`config.mk`:
```
export PLATFORM = sky130hd
export DESIGN_NAME = maj_bist_engine
export DESIGN_NICKNAME = d
export VERILOG_FILES = /design/src/rtl/maj_bist_pkg.sv /design/src/rtl/maj_bist_vecgen.sv /design/src/rtl/maj_bist_engine.sv
export SDC_FILE = /design/constraint.sdc
export NUM_CORES = 1
export LEC_CHECK = 0
export BUFFER_PORTS_ARGS = -buffer_cell sky130_fd_sc_hd__buf_2
export CAP_MARGIN = 10
export CORE_MARGIN = 1.5
export CORE_UTILIZATION = 45
export CTS_CLUSTER_DIAMETER = 40
export DETAILED_ROUTE_END_ITERATION = 16
export GPL_ROUTABILITY_DRIVEN = 0
export PLACE_DENSITY = 0.69
export SYNTH_ARGS = -nofsm -noshare
export SYNTH_HDL_FRONTEND = slang
export SYNTH_SLANG_ARGS = --single-unit
```
`constraint.sdc`:
```
create_clock -name clk -period 6.02 [get_ports clk]
set_input_delay 1.204 -clock clk [delete_from_list [all_inputs] [get_ports clk]]
set_output_delay 1.204 -clock clk [all_outputs]
set_load 0.05 [all_outputs]
```
`src/rtl/maj_bist_pkg.sv`:
```
// Shared types and helpers for the majority-gate self-test engine.
// Holds the FSM state encoding, the popcount helper and LFSR tap masks.
package maj_bist_pkg;

    typedef enum logic [2:0] {
        ST_IDLE  = 3'd0,
        ST_APPLY = 3'd1,
        ST_WAIT  = 3'd2,
        ST_CHECK = 3'd3,
        ST_DONE  = 3'd4
    } bist_state_e;

    // Widest vector the popcount helper accepts, and its sum width.
    localparam int POP_MAX_W = 256;
    localparam int POP_SUM_W = 9;

    // Galois right-shift feedback masks: bit (t-1) set for each tap t.
    localparam logic [7:0]  TAPS8  = 8'hB8;
    localparam logic [15:0] TAPS16 = 16'hB400;
    localparam logic [31:0] TAPS32 = 32'h8020_0003;
    localparam logic [52:0] TAPS53 = 53'h18_0030_0000_0000;
    localparam logic [63:0] TAPS64 = 64'hD800_0000_0000_0000;

    // Counts the ones in the low w bits of v; callers zero-extend
    // their vector to POP_MAX_W and pass their real width as w.
    function automatic logic [POP_SUM_W-1:0] popcount(
        input logic [POP_MAX_W-1:0] v,
        input int unsigned          w
    );
        logic [POP_SUM_W-1:0] s;
        s = '0;
        for (int i = 0; i < POP_MAX_W; i++) begin
            if (i < w) begin
                s = s + POP_SUM_W'(v[i]);
            end
        end
        return s;
    endfunction

endpackage

```
`src/rtl/maj_bist_vecgen.sv`:
```
// Test-vector register: seed load (zero seed -> 1 in LFSR mode),
// increment or Galois LFSR step.
// Ports: clk, rst (sync, active-high), load_i/step_i controls,
//        mode_i (0 inc, 1 LFSR, taken on load), seed_i, x_o.
module maj_bist_vecgen
    import maj_bist_pkg::*;
#(
    parameter int           N    = 53,
    parameter logic [N-1:0] TAPS = N'(TAPS53)
) (
    input  logic         clk,
    input  logic         rst,
    input  logic         load_i,
    input  logic         step_i,
    input  logic         mode_i,
    input  logic [N-1:0] seed_i,
    output logic [N-1:0] x_o
);

    logic [N-1:0] x_q;
    logic [N-1:0] x_d;
    logic [N-1:0] lfsr_nxt;
    logic         mode_q;
    logic         mode_d;

    assign lfsr_nxt = (x_q >> 1) ^ (x_q[0] ? TAPS : '0);

    always_comb begin
        x_d    = x_q;
        mode_d = mode_q;
        if (load_i) begin
            mode_d = mode_i;
            // An all-zero LFSR state would lock up.
            if (mode_i && (seed_i == '0)) begin
                x_d = N'(1);
            end else begin
                x_d = seed_i;
            end
        end else if (step_i) begin
            if (mode_q) begin
                x_d = lfsr_nxt;
            end else begin
                x_d = x_q + N'(1);
            end
        end
    end

    always_ff @(posedge clk) begin
        if (rst) begin
            x_q    <= '0;
            mode_q <= 1'b0;
        end else begin
            x_q    <= x_d;
            mode_q <= mode_d;
        end
    end

    assign x_o = x_q;

endmodule

```
`src/rtl/maj_bist_engine.sv`:
```
// Self-test driver/checker for an N-input threshold gate netlist.
// Ports: clk, rst (sync, active-high); start/mode/num_vec/seed run
//        setup; x drives the gate, y_dut is its output; busy, done,
//        pass, err_cnt (saturating), first_fail_vec/_valid report.
module maj_bist_engine
    import maj_bist_pkg::*;
#(
    parameter int           N      = 53,
    parameter int           THRESH = 27,
    parameter int           CNT_W  = 32,
    parameter int           MISS_W = 16,
    parameter int           SETTLE = 1,
    parameter logic [N-1:0] TAPS   = N'(TAPS53)
) (
    input  logic              clk,
    input  logic              rst,
    input  logic              start,
    input  logic              mode,
    input  logic [CNT_W-1:0]  num_vec,
    input  logic [N-1:0]      seed,
    output logic [N-1:0]      x,
    input  logic              y_dut,
    output logic              busy,
    output logic              done,
    output logic              pass,
    output logic [MISS_W-1:0] err_cnt,
    output logic [N-1:0]      first_fail_vec,
    output logic              first_fail_valid
);

    localparam int PC_W = $clog2(N + 1);
    localparam logic [PC_W-1:0] THR_V = PC_W'(THRESH);
    localparam logic [7:0] WAIT_INIT =
        (SETTLE > 0) ? 8'(SETTLE - 1) : 8'd0;

    bist_state_e       state_q;
    bist_state_e       state_d;
    logic [CNT_W-1:0]  rem_q;
    logic [CNT_W-1:0]  rem_d;
    logic [7:0]        wcnt_q;
    logic [7:0]        wcnt_d;
    logic [MISS_W-1:0] err_q;
    logic [MISS_W-1:0] err_d;
    logic [N-1:0]      ffvec_q;
    logic [N-1:0]      ffvec_d;
    logic              ffv_q;
    logic              ffv_d;
    logic              pass_q;
    logic              pass_d;
    logic              ref_q;
    logic              ref_d;
    logic              vec_load;
    logic              vec_step;
    logic [PC_W-1:0]   pc;

    maj_bist_vecgen #(
        .N    (N),
        .TAPS (TAPS)
    ) u_vecgen (
        .clk    (clk),
        .rst    (rst),
        .load_i (vec_load),
        .step_i (vec_step),
        .mode_i (mode),
        .seed_i (seed),
        .x_o    (x)
    );

    assign pc = PC_W'(popcount(POP_MAX_W'(x), N));

    always_comb begin
        state_d  = state_q;
        rem_d    = rem_q;
        wcnt_d   = wcnt_q;
        err_d    = err_q;
        ffvec_d  = ffvec_q;
        ffv_d    = ffv_q;
        pass_d   = pass_q;
        ref_d    = ref_q;
        vec_load = 1'b0;
        vec_step = 1'b0;
        unique case (state_q)
            ST_IDLE: begin
                if (start) begin
                    rem_d  = num_vec;
                    err_d  = '0;
                    ffv_d  = 1'b0;
                    pass_d = 1'b0;
                    if (num_vec == '0) begin
                        state_d = ST_DONE;
                        pass_d  = 1'b1;
                    end else begin
                        vec_load = 1'b1;
                        state_d  = ST_APPLY;
                    end
                end
            end
            ST_APPLY: begin
                ref_d = (pc >= THR_V);
                if (SETTLE == 0) begin
                    state_d = ST_CHECK;
                end else begin
                    wcnt_d  = WAIT_INIT;
                    state_d = ST_WAIT;
                end
            end
            ST_WAIT: begin
                if (wcnt_q == 8'd0) begin
                    state_d = ST_CHECK;
                end else begin
                    wcnt_d = wcnt_q - 8'd1;
                end
            end
            ST_CHECK: begin
                if (y_dut != ref_q) begin
                    if (err_q != {MISS_W{1'b1}}) begin
                        err_d = err_q + MISS_W'(1);
                    end
                    if (!ffv_q) begin
                        ffv_d   = 1'b1;
                        ffvec_d = x;
                    end
                end
                rem_d = rem_q - CNT_W'(1);
                if (rem_d == '0) begin
                    // Result is final as DONE is entered, so pass is
                    // valid alongside the done pulse.
                    pass_d  = (err_d == '0);
                    state_d = ST_DONE;
                end else begin
                    vec_step = 1'b1;
                    state_d  = ST_APPLY;
                end
            end
            ST_DONE: begin
                pass_d  = (err_q == '0);
                state_d = ST_IDLE;
            end
            default: begin
                state_d = ST_IDLE;
            end
        endcase
    end

    always_ff @(posedge clk) begin
        if (rst) begin
            state_q <= ST_IDLE;
            rem_q   <= '0;
            wcnt_q  <= '0;
            err_q   <= '0;
            ffvec_q <= '0;
            ffv_q   <= 1'b0;
            pass_q  <= 1'b0;
            ref_q   <= 1'b0;
        end else begin
            state_q <= state_d;
            rem_q   <= rem_d;
            wcnt_q  <= wcnt_d;
            err_q   <= err_d;
            ffvec_q <= ffvec_d;
            ffv_q   <= ffv_d;
            pass_q  <= pass_d;
            ref_q   <= ref_d;
        end
    end

    assign busy = (state_q == ST_APPLY) ||
                  (state_q == ST_WAIT)  ||
                  (state_q == ST_CHECK);
    assign done             = (state_q == ST_DONE);
    assign pass             = pass_q;
    assign err_cnt          = err_q;
    assign first_fail_vec   = ffvec_q;
    assign first_fail_valid = ffv_q;

endmodule

```
After elaboration in Yosys (flattened, before gate mapping)
Cells that the tools add are included.
{"block": "classes", "add_sub_neg": 56, "magnitude_cmp": 1, "eq_ne": 11, "mux": 31, "bitwise": 2, "n_reduce_logical": 20}
{"operator": "$add 6x1->6", "n": 47}
{"operator": "$mux 53", "n": 5}
{"operator": "$logic_not 32->1", "n": 2}
{"operator": "$mux 16", "n": 4}
{"operator": "$pmux 32 s2", "n": 1}
{"operator": "$add 53x1->53 const B", "n": 1}
{"operator": "$logic_not 53->1", "n": 1}
{"operator": "$xor 52x53->53", "n": 1}
{"operator": "$logic_not 16->1", "n": 2}
{"operator": "$mux 32", "n": 1}
{"operator": "$pmux 16 s2", "n": 1}
{"operator": "$sub 32x1->32 const B", "n": 1}
{"operator": "$add 16x1->16 const B", "n": 1}
{"operator": "$ne 16x16->1 const B", "n": 1}
{"operator": "$pmux 8 s2", "n": 1}
{"operator": "$mux 3", "n": 4}
{"operator": "$pmux 3 s4", "n": 1}
{"operator": "$mux 1", "n": 10}
{"operator": "$ne 2x2->1 const B", "n": 5}
{"operator": "$reduce_and 3->1", "n": 3}
{"operator": "$logic_not 8->1", "n": 1}
{"operator": "$mux 8", "n": 1}
{"operator": "$sub 8x1->8 const B", "n": 1}
{"operator": "$add 5x1->6", "n": 1}
{"operator": "18 further kinds", "n": 24}
{"block": "word_totals", "reg_bits": 169, "in_bits": 90, "output_inout_bits": 126, "wordCells": 131}

Depth between registers and ports, before layout
Gate-level depths: netlist of the first run.
{"block": "depth", "word_depth": 53, "mapped_depth": 23, "depth_no_buf": 22}

Modules after synthesis
Synthesis of the first run repeated with hierarchy kept, for this count alone.
{"block": "unflattened", "cells_unflattened": 1591, "hier_area_um2": 11826.3}
{"mod": "maj_bist_engine", "n_inst": 1, "cells_each": 937, "area_per_inst_um2": 7206.9, "seq_area_each_um2": 2302.2}
{"mod": "maj_bist_vecgen", "n_inst": 1, "cells_each": 654, "area_per_inst_um2": 4619.4, "seq_area_each_um2": 1081.0}

Worst setup path after synthesis of the first run
Ideal clock, no wire load.
{"block": "synth_path", "path_kind": "reg-to-reg", "from": "register u_vecgen.x_q[0], in the netlist u_vecgen.x_o[0]", "to": "register ref_q", "setup_time_ns": 0.128, "t_arrival_ns": 6.026, "path_slack_ns": -0.134, "stages_incl_launch_ff": 20, "n_path_buf": 1, "synth_period_minus_slack_ns": 6.154, "path_cell_list": "dfxtp_1 -> clkbuf_1 -> inv_1 -> fa_1 -> fa_1 -> fa_1 -> fa_1 -> fa_1 -> fa_1 -> fa_1 -> fa_1 -> fa_1 -> nor2b_1 -> o21ai_0 -> o31ai_1 -> o21ai_0 -> o311ai_0 -> nand4b_1 -> o21ai_0 -> nor2_1"}
{"block": "synth_between", "elab_chain_len": 53}
{"element": "start, declared", "line": "maj_bist_vecgen.sv:20", "text": "logic [N-1:0] x_q;"}
{"element": "start signal, assigned", "line": "maj_bist_vecgen.sv:50", "text": "x_q <= '0;"}
{"element": "start signal, assigned", "line": "maj_bist_vecgen.sv:53", "text": "x_q <= x_d;"}
{"element": "$add 1x1->2", "line": "maj_bist_pkg.sv:34", "text": "s = s + POP_SUM_W'(v[i]);"}
{"element": "$add 2x1->3", "line": "maj_bist_pkg.sv:34"}
{"element": "$add 3x1->4", "line": "maj_bist_pkg.sv:34"}
{"element": "$add 4x1->5", "line": "maj_bist_pkg.sv:34"}
{"element": "$add 5x1->6", "line": "maj_bist_pkg.sv:34"}
{"element": "$add 6x1->6 (47 in series)", "line": "maj_bist_pkg.sv:34"}
{"element": "$ge 6x5->1", "line": "maj_bist_engine.sv:99", "text": "ref_d = (pc >= THR_V);"}
{"element": "end signal, assigned", "line": "maj_bist_engine.sv:163", "text": "ref_q <= ref_d;"}
{"element": "end, declared", "line": "maj_bist_engine.sv:50", "text": "logic ref_q;"}
No other way between the ends.
A chain may end at the register's enable or synchronous reset.

Final worst setup path of the first run
{"block": "layout_path", "from": "register u_vecgen.x_q[11], in the netlist u_vecgen.x_o[11]", "to": "register ref_q"}
{"block": "layout_between", "elab_chain_len": 43}
{"element": "$add 6x1->6 (42 in series)", "line": "maj_bist_pkg.sv:34"}
{"element": "$ge 6x5->1", "line": "maj_bist_engine.sv:99"}
No other way between the ends.

==> flow_summary_export.csv, run 1 <==
group,metric,value,unit
status,outcome,"finished clean",
clocking,postCtsSetupBuffers,0,
clocking,worstSkewPairLatency,0.45,ns
setup_path,required,6.33,ns
sta,fmax,0.1751,GHz
die,start_util,45.55,%
placed_design,dp_slack,0.2680,ns
global_routing,grt_max_degree,78,
clocking,htree_levels,4,
die,core.rowCount,59,
setup_path,cpMostUsedCell,"fa_1",
yosys,synth_cell_types,79,
setup_path,crit_fanout,4,
sta,setup_slack,0.3082,ns
sta,fin_crit,5.712,ns
min_path,hold_start,"first_fail_vec[14]",
sta,slew_violations,0,
finish,layout-drive-gt1-share,19.60,%
global_routing,grt_pass1_wl,63.85,mm
finish,area_growth_syn_to_layout,16.71,%
run,maxCapViolations,0,
sta,worst_pin_slew,1.186,ns
die,pin_count,216,
die,dieArea,27210,µm²
clocking,clock_sinks,169,
sta,hold_viol_final,0,
setup_path,r2r_start,"u_vecgen.x_o[11]",
power,peakVddDrop,0.6881,mV
setup_path,rrSetupSlack,0.31,ns
clocking,cts-root-buf,"clkbuf_16",
yosys,ys_seq_area_share,28.67,%
power,pwr_density_cell,549.0,nW/µm²
yosys,yosys_warnings,0,
detailed_routing,wl,41.27,mm
sta,setup_violations,0,
min_path,holdPathStages,2,
yosys,avgSynthCellArea,7.465,µm²
clocking,cts.path.max_buffers,2,
detailed_routing,drt_iter0_drc,1548,
detailed_routing,wire_per_inst,19.89,µm
yosys,synth_ff_type,"dfxtp_1",
min_path,hold_path_class,"reg -> reg",
clocking,ctsHoldBuffers,0,
global_routing,grt_overflow_total,0,
sta,finalCritPeriodShare,94.88,%
setup_path,reg2reg_depth,22,
sta,relSlewSlack,20.48,%
placed_design,post_dp_cell_area,13180,µm²
global_routing,grt_antenna_before_repair,0,
clocking,numCtsBuffers,17,
clocking,cts_tree,"done",
detailed_routing,via_per_inst,6.242,
setup_path,r2r-end,"ref_q",
detailed_routing,drcViolationCount,0,
placed_design,io_buffers,215,
setup_path,worst_setup_path_start_kind,"flip-flop",
setup_path,endpoint_kind,"flip-flop",
global_routing,grtUsageTotal,29.96,%
detailed_routing,drtPass1Iterations,8,
yosys,async_flop_share,0,%
yosys,synthesis.nets,1730,
detailed_routing,vias,12950,
finish,finalInstanceArea,13770,µm²
setup_path,worst_ep_arrival_time,6.02,ns
yosys,ys_seq_elements,169,
yosys,synth_edf_count,0,
finish,antenna_cells,0,
min_path,holdPathEnd,"first_fail_vec[14]",
finish,final_common_cell,"buf_2",
die,coreArea,25910,µm²
placed_design,dp_hpwl,29.25,mm
clocking,ctsResizeCount,0,
finish,nets,1876,
yosys,synth_cells,1581,
clocking,clk_pin_slew,0.07,ns
global_routing,grt_pass1_vias,11590,
yosys,synth_area,11800,µm²
power,p_leak,5.379,nW
setup_path,cpMaxStageDelayCell,"fa_1",
sta,fin_worst_skew,0.01234,ns
finish,mostFrequentLayoutCells,"buf_2, nand2_1, dfxtp_1, nor2_1, a21oi_1",
die,die_w,165.0,µm
setup_path,crit_path_cell_trace,"inv_1 > fa_1 > inv_1 > fa_1 > inv_1 > fa_1 > inv_1 > fa_1 > fa_1 > fa_1 > inv_1 > fa_1 > inv_1 > ha_1 > nor2b_1 > o21a_1 > o21a_1 > nor3b_1 > o311ai_1 > nand4b_1 > o21ai_0 > nor2_1",
setup_path,worstSetupPathType,"reg -> reg",
detailed_routing,drtAntennaViolNets,0,
setup_path,slowest_delay,0.59,ns
sta,rsz0062_at_grt,"no",
die,die_h,165.0,µm
sta,fin_setup_tns,0,ns
==> flip-flops by register name (all words and copies together) (netlist names) <==
signal,flops
first_fail_vec,53
err_cnt,16
u_vecgen.mode_q,1
rem_q,32
first_fail_valid,1
pass,1
state_q,3
wcnt_q,8
u_vecgen.x_o,53
ref_q,1
==> synthesized netlist by cell type (12+ instances only) <==
cell | n | share of area (%)
o211ai_1 | 12 | 0.76
fa_1 | 44 | 7.5
a211oi_1 | 20 | 1.3
ha_1 | 15 | 1.6
a221oi_1 | 14 | 1.0
xnor2_1 | 34 | 2.5
a31oi_1 | 23 | 1.2
xor2_1 | 15 | 1.1
o21ai_0 | 81 | 3.4
nand3_1 | 40 | 1.7
nor3_1 | 73 | 3.1
nand2_1 | 209 | 6.6
o31ai_1 | 14 | 0.89
a21oi_1 | 120 | 5.1
dfxtp_1 | 169 | 29
o2111ai_1 | 15 | 1.1
nor4_1 | 53 | 2.8
or4_1 | 16 | 1.0
inv_1 | 102 | 3.2
or3_1 | 20 | 1.1
a22oi_1 | 31 | 2.0
nor2_1 | 121 | 3.8
nand4_1 | 30 | 1.6
clkbuf_1 | 119 | 3.8
==> critical path: cells and delay by family, from the launching register on <==
family	cells	cell delay (ns)
buffers and inverters	6	0.39
DFF	1	0.33
and+or+nand+nor	4	0.37
AOI/OAI and AO/OA	4	0.69
adders and majority gates	8	3.79
==> kinds of logic after synthesis <==
kind of cell | Yosys count | share of synthesized area, %
buffers and inverters | 243 | 8.067
and+or+nand+nor | 642 | 26.95
muxes | 5 | 0.4347
xor gates and xnor gates | 49 | 3.636
DFF | 169 | 28.67
AOI/OAI and AO/OA | 414 | 23.20
adders and majority gates | 59 | 9.053
==> stage by stage <==
step | power [mW] | std cells | util [%] | hold WS, ns
final | 7.562 | 2075 | 53.16 | 0.4538
after global routing | 8.166 | 2075 | 53.16 | 0.4705
after CTS | 7.413 | 2075 | 53.12 | 0.4544
after detailed placement | 6.232 | 2043 | 50.85 | 0.4446
after global placement | 5.997 | 2043 | 50.85 | 0.4384
after floorplan | 5.080 | 1581 | - | 0.4642
==> layer usage <==
layer	share of wire [%]	vias to the layer above	track usage (%)
li1	-	6002	-
met1	43	6111	41.20
met2	44	732	45.95
met3	8.9	108	5.148
met4	3.7	0	13.10
met5	0	-	0
==> how the worst max path moves through the flow <==
| stage | from | endpoint | slack [ns] |
|---|---|---|---|
| floorplan | u_vecgen.x_o[13] | ref_q | 0.006 |
| global placement | u_vecgen.x_o[11] | ref_q | 0.40 |
| detailed placement | u_vecgen.x_o[11] | ref_q | 0.27 |
| CTS | u_vecgen.x_o[11] | ref_q | 0.24 |
| global route | u_vecgen.x_o[11] | ref_q | 0.03 |
| finish | u_vecgen.x_o[11] | ref_q | 0.31 |
==> layout make-up <==
type	count	area, µm²
Multi-Input combinational cell	1169	7517
Inverter	102	382.9
Timing Repair Buffer	268	1476
Clock buffer	18	429.2
Clock inverter	14	160.2
Tap cell	335	419.2
Sequential cell	169	3390
Fill cell	2514	12140
==> where the power goes <==
part,switching [mW],leakage [nW],internal (mW)
Sequential,0.244,1.38,1.28
Clock,0.538,0.292,0.624
Combinational,2.96,3.71,1.92
No activity file was read; power rests on OpenSTA's default activity.
==> inputs of run 2 (changes only) <==
- REMOVE_ABC_BUFFERS: default -> 1
==> flow_summary_export.csv, run 2 (same netlist as run 1, synthesis figures left out) <==
group,metric,value,unit
placed_design,dp_hpwl,27.13,mm
setup_path,crit_family,"adder cells",
sta,fin_crit,5.713,ns
die,die_h,165.0,µm
min_path,holdPathStages,2,
clocking,cts.path.max_buffers,2,
global_routing,grt_pass1_wl,60.92,mm
global_routing,grt_overflow_total,0,
sta,finalCritPeriodShare,94.91,%
setup_path,worst_setup_path_start_kind,"flip-flop",
setup_path,crit_path_cell_trace,"inv_1 > fa_1 > inv_1 > fa_1 > inv_1 > fa_1 > fa_1 > fa_1 > fa_1 > fa_1 > fa_2 > fa_1 > nor2b_2 > o21ai_0 > o31ai_1 > o21ai_0 > o311ai_1 > nand4b_1 > o21ai_0 > nor2_1",
sta,fin_worst_skew,0.01718,ns
die,coreArea,25910,µm²
clocking,cts-root-buf,"clkbuf_16",
clocking,worstSkewPairLatency,0.44,ns
sta,hold_viol_final,0,
setup_path,r2r_start,"u_vecgen.x_o[11]",
min_path,holdPathEnd,"first_fail_vec[17]",
detailed_routing,drcViolationCount,0,
finish,final_common_cell,"buf_2",
die,start_util,45.55,%
status,outcome,"finished clean",
min_path,hold_start,"first_fail_vec[17]",
finish,n_fill_cell,2482,
detailed_routing,drt_iter0_drc,1519,
setup_path,cpMostUsedCell,"fa_1",
die,core.rowCount,59,
sta,setup_violations,0,
detailed_routing,drtAntennaViolNets,0,
sta,rsz0062_at_grt,"no",
global_routing,grt_pass1_vias,11240,
setup_path,worstSetupPathType,"reg -> reg",
power,p_leak,5.324,nW
setup_path,crit_fanout,2,
clocking,htree_levels,4,
detailed_routing,wl,38.93,mm
setup_path,reg2reg_depth,20,
clocking,numCtsBuffers,17,
global_routing,grt_antenna_before_repair,0,
clocking,clock_sinks,169,
sta,setup_slack,0.3065,ns
finish,stdcell_count,2071,
die,pin_count,216,
placed_design,post-place-cells,2039,
global_routing,grtUsageTotal,28.34,%
setup_path,rrSetupSlack,0.31,ns
placed_design,io_buffers,215,
setup_path,required,6.31,ns
power,pwr_density_cell,528.1,nW/µm²
min_path,hold_path_class,"reg -> reg",
sta,worst_pin_slew,1.200,ns
clocking,cts_tree,"done",
sta,fmax,0.1750,GHz
die,dieArea,27210,µm²
detailed_routing,drtPass1Iterations,6,
detailed_routing,via_per_inst,6.113,
finish,antenna_cells,0,
finish,layout-drive-gt1-share,19.12,%
setup_path,cp_num_buf_inv,3,
detailed_routing,vias,12660,
run,maxCapViolations,0,
global_routing,grt_max_degree,94,
finish,mostFrequentLayoutCells,"buf_2, nand2_1, dfxtp_1, nor2_1, a21oi_1",
finish,nets,1872,
detailed_routing,wire_per_inst,18.80,µm
sta,slew_violations,0,
placed_design,dp_slack,0.2045,ns
die,die_w,165.0,µm
setup_path,cpMaxStageDelayCell,"fa_1",
sta,worst_hold_slack,0.4518,ns
setup_path,slowest_delay,0.54,ns
power,peakVddDrop,0.8657,mV
setup_path,worst_ep_arrival_time,6.00,ns
setup_path,endpoint_kind,"flip-flop",
sta,relSlewSlack,19.59,%
finish,area_growth_syn_to_layout,16.05,%
setup_path,r2r-end,"ref_q",
clocking,clk_pin_slew,0.07,ns
run 2: changes by cell type in the layout (fill, tap and decap cells not counted):
cell,delta
clkinv_2,-1
clkbuf_8,+2
dfxtp_1,+3
buf_4,-4
clkinvlp_4,+4
clkbuf_1,+1
bufinv_16,-2
dfxtp_2,-3
inv_6,-4
nor3_1,+1
nor3_2,-1
run 2: power breakdown:
part	leakage, nW	internal, mW	switching [mW]
Clock	0.258	0.557	0.502
Sequential	1.38	1.28	0.245
Combinational	3.69	1.83	2.82
Total	5.32	3.66	3.57
run 2: per-layer routing:
layer	up-vias	global-route usage (%)	part of all wire, %
li1	5984	-	-
met1	6032	39.05	44
met2	585	43.98	45
met3	59	6.228	8.9
met4	0	8.804	2.1
met5	-	0	0
run 2: layout make-up:
cell class | count | area, µm² | area share, %
multi-input cells | 1169 | 7512 | 54.85
flip-flops and latches | 169 | 3386 | 24.72
repair buffers | 264 | 1446 | 10.56
clock buffers | 21 | 460.4 | 3.362
well taps | 335 | 419.2 | 3.060
inverters | 102 | 382.9 | 2.795
clock inverters | 11 | 90.09 | 0.6577
run 2: through the flow:
| step | setup TNS (ns) | power, mW | utilization, % | instance area (µm²) |
|---|---|---|---|---|
| floorplan | -158.31 | 4.968 | - | 11230 |
| global placement | 0 | 5.956 | 50.71 | 13140 |
| detailed placement | 0 | 6.119 | 50.71 | 13140 |
| CTS | 0 | 7.197 | 52.84 | 13690 |
| global route | 0 | 7.988 | 52.86 | 13700 |
| finish | 0 | 7.233 | 52.86 | 13700 |
run 2: how the worst max path moves through the flow:
stage                startpoint               end  slack, ns  cells after the start
2_1_floorplan             start  u_vecgen.x_o[40]      -3.39                      7
3_5_place_dp   u_vecgen.x_o[25]             ref_q       0.20                     20
4_1_cts        u_vecgen.x_o[25]             ref_q       0.19                     20
6_report       u_vecgen.x_o[11]             ref_q       0.31                     20
5_1_grt        u_vecgen.x_o[25]             ref_q      0.004                     20
3_3_place_gp   u_vecgen.x_o[25]             ref_q       0.37                     20
run 2: repair_timing:
action / in CTS / in global routing
buffers inserted: 0 / 0
hold buffers: 0 / 0
setup endpoints to repair: 0 / 1
hold endpoints to repair: 0 / 0
resized for setup: 0 / 4
run 2: worst reg2reg max path, cell delays in order, from the launching register on:
cell and delay (ns):
dfxtp_1 0.32, inv_1 0.07, fa_1 0.54, inv_1 0.07
fa_1 0.48, inv_1 0.05, fa_1 0.46, fa_1 0.54
fa_1 0.44, fa_1 0.53, fa_1 0.43, fa_2 0.37
fa_1 0.39, nor2b_2 0.15, o21ai_0 0.12, o31ai_1 0.09
o21ai_0 0.13, o311ai_1 0.11, nand4b_1 0.12, o21ai_0 0.10
nor2_1 0.05
